[src/rtl/mips_multicycle_ctrl.sv]
// Main control FSM for the multicycle MIPS datapath.
// The state register drives Moore-style datapath controls. The exceptions are:
//   - FETCH write enables, which are gated by mem_ready;
//   - the BRANCH decision, which uses the ALU zero flag;
//   - fields taken from the instruction register (alu_funct, immediate mode).
module mips_multicycle_ctrl #(
    parameter int IDLE_CYCLES = 1
) (
    input  logic       clk,
    input  logic       rst_n,
    input  logic [5:0] opcode,
    input  logic [5:0] funct,
    input  logic       zero,
    input  logic       mem_ready,
    output logic       mem_req,
    output logic       mem_write,
    output logic       iord,
    output logic       ir_write,
    output logic       pc_write,
    output logic [1:0] pc_src,
    output logic       reg_write,
    output logic       reg_dst,
    output logic       mem_to_reg,
    output logic       alu_src_a,
    output logic [1:0] alu_src_b,
    output logic       zero_ext,
    output logic       shamt16,
    output logic [1:0] alu_op,
    output logic [5:0] alu_funct,
    output logic       illegal
);

    typedef enum logic [3:0] {
        S_IDLE, S_FETCH, S_DECODE, S_MEMADR, S_MEMRD, S_MEMWB, S_MEMWR,
        S_RTYPE_EX, S_ALUWB_R, S_IEX, S_ALUWB_I, S_BRANCH, S_JUMP, S_JR
    } state_t;

    localparam logic [3:0] IDLE_LAST = 4'(IDLE_CYCLES - 1);

    state_t     state, state_nxt;
    logic [3:0] idle_cnt, idle_cnt_nxt;
    logic       illegal_nxt;
    logic       funct_ok;
    logic       op_itype;

    // Opcode and funct legality classification used by DECODE.
    always_comb begin
        funct_ok = 1'b0;
        case (funct)
            6'd0, 6'd2, 6'd3, 6'd8, 6'd32, 6'd34,
            6'd36, 6'd37, 6'd38, 6'd39, 6'd42: funct_ok = 1'b1;
            default:                           funct_ok = 1'b0;
        endcase
        op_itype = (opcode == 6'h08) || (opcode == 6'h0A) ||
                   (opcode[5:2] == 4'b0011);
    end

    // State, idle counter and sticky illegal flag.
    always_ff @(posedge clk or negedge rst_n) begin
        if (!rst_n) begin
            state    <= S_IDLE;
            idle_cnt <= '0;
            illegal  <= 1'b0;
        end else begin
            state    <= state_nxt;
            idle_cnt <= idle_cnt_nxt;
            illegal  <= illegal_nxt;
        end
    end

    // Next-state sequencing.
    always_comb begin
        state_nxt    = state;
        idle_cnt_nxt = idle_cnt;
        illegal_nxt  = illegal;
        case (state)
            S_IDLE: begin
                // An illegal instruction parks the FSM here until reset.
                if (!illegal) begin
                    if (idle_cnt == IDLE_LAST) begin
                        state_nxt    = S_FETCH;
                        idle_cnt_nxt = '0;
                    end else begin
                        idle_cnt_nxt = idle_cnt + 4'd1;
                    end
                end
            end
            S_FETCH:  if (mem_ready) state_nxt = S_DECODE;
            S_DECODE: begin
                if (opcode == 6'h23 || opcode == 6'h2B) begin
                    state_nxt = S_MEMADR;
                end else if (opcode == 6'h00 && funct_ok) begin
                    state_nxt = (funct == 6'h08) ? S_JR : S_RTYPE_EX;
                end else if (opcode == 6'h04 || opcode == 6'h05) begin
                    state_nxt = S_BRANCH;
                end else if (opcode == 6'h02) begin
                    state_nxt = S_JUMP;
                end else if (op_itype) begin
                    state_nxt = S_IEX;
                end else begin
                    illegal_nxt = 1'b1;
                    state_nxt   = S_IDLE;
                end
            end
            S_MEMADR:   state_nxt = (opcode == 6'h23) ? S_MEMRD : S_MEMWR;
            S_MEMRD:    if (mem_ready) state_nxt = S_MEMWB;
            S_MEMWR:    if (mem_ready) state_nxt = S_FETCH;
            S_RTYPE_EX: state_nxt = S_ALUWB_R;
            S_IEX:      state_nxt = S_ALUWB_I;
            S_MEMWB, S_ALUWB_R, S_ALUWB_I,
            S_BRANCH, S_JUMP, S_JR: state_nxt = S_FETCH;
            default:    state_nxt = S_IDLE;
        endcase
    end

    // Datapath control decode; every control defaults to 0.
    always_comb begin
        mem_req    = 1'b0;
        mem_write  = 1'b0;
        iord       = 1'b0;
        ir_write   = 1'b0;
        pc_write   = 1'b0;
        pc_src     = 2'b00;
        reg_write  = 1'b0;
        reg_dst    = 1'b0;
        mem_to_reg = 1'b0;
        alu_src_a  = 1'b0;
        alu_src_b  = 2'b00;
        zero_ext   = 1'b0;
        shamt16    = 1'b0;
        alu_op     = 2'b00;
        alu_funct  = 6'd0;
        case (state)
            S_FETCH: begin
                // PC+4 is computed while the instruction is read.
                mem_req   = 1'b1;
                alu_src_b = 2'b01;
                ir_write  = mem_ready;
                pc_write  = mem_ready;
            end
            S_DECODE:  alu_src_b = 2'b11;
            S_MEMADR: begin
                alu_src_a = 1'b1;
                alu_src_b = 2'b10;
            end
            S_MEMRD: begin
                mem_req = 1'b1;
                iord    = 1'b1;
            end
            S_MEMWB: begin
                reg_write  = 1'b1;
                mem_to_reg = 1'b1;
            end
            S_MEMWR: begin
                mem_req   = 1'b1;
                mem_write = 1'b1;
                iord      = 1'b1;
            end
            S_RTYPE_EX: begin
                alu_src_a = 1'b1;
                alu_op    = 2'b10;
                alu_funct = funct;
            end
            S_ALUWB_R: begin
                reg_write = 1'b1;
                reg_dst   = 1'b1;
            end
            S_IEX: begin
                alu_src_a = 1'b1;
                alu_src_b = 2'b10;
                alu_op    = 2'b11;
                alu_funct = opcode;
                zero_ext  = (opcode[5:2] == 4'b0011);
                shamt16   = (opcode == 6'h0F);
            end
            S_ALUWB_I: reg_write = 1'b1;
            S_BRANCH: begin
                alu_src_a = 1'b1;
                alu_op    = 2'b01;
                pc_src    = 2'b01;
                pc_write  = ((opcode == 6'h04) && zero) ||
                            ((opcode == 6'h05) && !zero);
            end
            S_JUMP: begin
                pc_src   = 2'b10;
                pc_write = 1'b1;
            end
            S_JR: begin
                pc_src   = 2'b11;
                pc_write = 1'b1;
            end
            default: ;
        endcase
    end

endmodule
[config.mk]
export PLATFORM = sky130hd
export DESIGN_NAME = mips_multicycle_ctrl
export DESIGN_NICKNAME = d
export VERILOG_FILES = /design/src/rtl/mips_multicycle_ctrl.sv
export SDC_FILE = /design/constraint.sdc
export NUM_CORES = 1
export LEC_CHECK = 0
export BUFFER_PORTS_ARGS = -buffer_cell sky130_fd_sc_hd__buf_2
export CAP_MARGIN = 20
export CORE_AREA = 2 2 53 55
export DETAILED_ROUTE_END_ITERATION = 10
export DIE_AREA = 0 0 55 57
export PLACE_DENSITY = 0.71
export SKIP_CTS_REPAIR_TIMING = 1
export SYNTH_ARGS = -nofsm -noshare
export SYNTH_HDL_FRONTEND = slang
export SYNTH_SLANG_ARGS = --single-unit
export TNS_END_PERCENT = 30
[constraint.sdc]
create_clock -name clk -period 4 [get_ports clk]
set_input_delay 0.4 -clock clk [delete_from_list [all_inputs] [get_ports clk]]
set_output_delay 0.4 -clock clk [all_outputs]
set_load 0.01 [all_outputs]
==> impl_metrics.tcl <==
set metrics [dict create \
    status "complete, no violations" \
    ys.flop_type "dfrtp_1" \
    drv_slew 0 \
    yosys.cell_types.count 50 \
    dr.pass1.iters 4 \
    clock-root-buffer "clkbuf_4" \
    avgSynthCellArea_um2 7.61 \
    place_ws_ns 1.95 \
    finalWorstSetupSlack_ns 1.67 \
    placed_cells 203 \
    yosys_warnings 0 \
    fin_crit_sh 0.583 \
    wirelength_um 2670 \
    cts.sinks 9 \
    maxCapViolCount 0 \
    grt.total_usage 0.176 \
    fill_cells 270 \
    required_ns 3.60 \
    cts_buffer_depth 2 \
    hold_path_depth 1 \
    grt-ovfl-total 0 \
    fmax_mhz 429 \
    p_leak_nw 0.615 \
    syn_nets 161 \
    design_area_um2 1310 \
    io_pins 40 \
    core_area_um2 2620 \
    hold_violations 0 \
    hp-class "reg2reg" \
    io_buffer_count 39 \
    r2r_slack_ns 2.05 \
    utilization 0.500 \
    relSlewSlack 0.644 \
    irDropWorstVdd_uv 223 \
    grt_pass1_vias 976 \
    synth_cells 143 \
    cts_buffers 3 \
    tns_ns 0 \
    regArea_um2 225 \
    clk_pin_slew_worst_paths_ns 0.06 \
    grt_pass1_wl_um 4240 \
    routedWlPerCell_um 12.8 \
    synth-seq-cells 9 \
    area_delta_synth_final_pct 20.2 \
    htree_levels 1 \
    drive_above_1_share 0.311 \
    crit_fanout 21 \
    ant_nets 0 \
    syn_area_um2 1090 \
    insertion_delay_ns 0.26 \
    multiInputGateArea_um2 797 \
    gp_congestion 0.838 \
    hold_slack_ns 0.482 \
    rows 19 \
    worst_setup_path_start_kind "flip-flop" \
    grt_start_max_net_pins 22 \
    hpwl_um 2080 \
    cellPowerDensity_nw_per_um2 367 \
    antenna_found_initial 0 \
    die_width_um 55 \
    die_area_um2 3140 \
    antenna_cells 0 \
    placedInstanceArea_um2 1270 \
    drtIter0Drc 36 \
    fin_cells 208 \
    period_needed_ns 2.33 \
    cts_tree "built" \
    setup_viol 0 \
    via_per_inst 5.58 \
    finClkSkew_ns 0.00276 \
    dr_total_vias 1161 \
    synth_edf_count 0 \
    end_kind "output port" \
    async_flop_share 1.00 \
    path_class "reg2out" \
    reg2regPathDepth 5 \
    start_util 0.416 \
    num-nets-final 196 \
    cp.arrival_ns 1.93 \
    die_h_um 57 \
    rsz0062_at_grt "no" \
    route.detailed.drc 0 \
    finalPower_uw 480 \
    ys_seq_area_frac 0.207 \
    worstMarginPinSlew_ns 0.535 \
]
-- area by class of cell --
class,instances,share of cell area
multi-input combinational,120,0.609
sequential,9,0.172
timing repair buffer,40,0.157
tap,31,0.0296
clock buffer,3,0.0172
inverter,4,0.0115
clock inverter,1,0.00382
-- placed cells by master, fill, tap and decap left out, types with 2 or more instances in the layout --
cell type,synthesis,final
a211o_1,2,2
a21o_1,2,2
a21oi_1,4,4
a22oi_1,5,5
a31oi_1,2,2
and2_1,2,2
buf_2,2,39
clkbuf_4,0,3
dfrtp_1,9,9
ha_1,2,2
inv_1,4,4
nand2_1,10,10
nand2b_1,6,6
nand3_1,2,2
nor2_1,19,19
nor2b_1,14,14
nor3_1,7,7
nor4_1,2,2
o21a_1,2,2
o21ai_0,7,7
o21bai_1,3,3
o22ai_1,2,2
xnor2_1,2,2
-- layer usage --
layer  vias up  part of all wire  global-route usage  routed length [um]
li1        587                 -                   -                   -
met1       536              0.46               0.242                1220
met2        36              0.48               0.284                1280
met3         2             0.063              0.0209                 167
met4         0            0.0019              0.0523                   5
met5         -                 0                   0                   0
-- state kept, by name (all words and copies together) (netlist names) --
| signal | flops |
|---|---|
| idle_cnt | 4 |
| state | 4 |
| illegal | 1 |
-- worst paths after layout --
check	start	endpoint
max	state[0]$_DFFE_PN0P_	shamt16
min	idle_cnt[3]$_DFFE_PN0P_	idle_cnt[3]$_DFFE_PN0P_
max reg2reg	state[0]$_DFFE_PN0P_	state[2]$_DFFE_PN0P_
min reg2reg	idle_cnt[3]$_DFFE_PN0P_	idle_cnt[3]$_DFFE_PN0P_
max in group asynchronous	rst_n	state[0]$_DFFE_PN0P_
min in group asynchronous	rst_n	state[1]$_DFFE_PN0P_
-- cells in the mapped netlist, drive strengths merged, types with 2 or more instances --
| library cell | n | share of area |
|---|---|---|
| o22ai | 3 | 0.023 |
| ha | 2 | 0.023 |
| inv | 4 | 0.014 |
| a21o | 2 | 0.014 |
| clkbuf | 6 | 0.021 |
| nand3 | 2 | 0.0092 |
| o21ai | 7 | 0.032 |
| a31oi | 2 | 0.011 |
| or4b | 2 | 0.022 |
| o32ai | 2 | 0.023 |
| nor2 | 19 | 0.066 |
| o21a | 2 | 0.014 |
| nor4 | 3 | 0.023 |
| nand2b | 6 | 0.034 |
| a22oi | 5 | 0.034 |
| nand2 | 10 | 0.034 |
| a211o | 2 | 0.016 |
| o21bai | 3 | 0.021 |
| dfrtp | 9 | 0.21 |
| buf | 4 | 0.026 |
| nor2b | 14 | 0.080 |
| a21oi | 4 | 0.018 |
| nor3 | 7 | 0.032 |
| xnor2 | 2 | 0.016 |
| and2 | 4 | 0.024 |
-- critical path: stages (launching register included) --
cell	delay, ns
dfrtp_1	0.68
nand2b_1	0.26
nor4_1	0.42
and3_1	0.20
buf_2	0.12
-- power by group --
part / internal, mW / switching (mW)
Sequential: 0.105 / 0.0593
Clock: 0.0368 / 0.0310
Combinational: 0.114 / 0.134
-- cells by family (layout without fill, tap and decap cells) --
logic type / count (synthesis) / count (layout) / share of synthesized area
AND/OR/NAND/NOR: 75 / 75 / 0.395
AO/OA/AOI/OAI: 39 / 39 / 0.276
buffers and inverters: 14 / 48 / 0.0609
flip-flops: 9 / 9 / 0.207
XOR/XNOR: 3 / 3 / 0.0241
adder cells (fa/ha/maj): 2 / 2 / 0.0230
multiplexers: 1 / 1 / 0.0138
No activity file was read; power rests on OpenSTA's default activity.
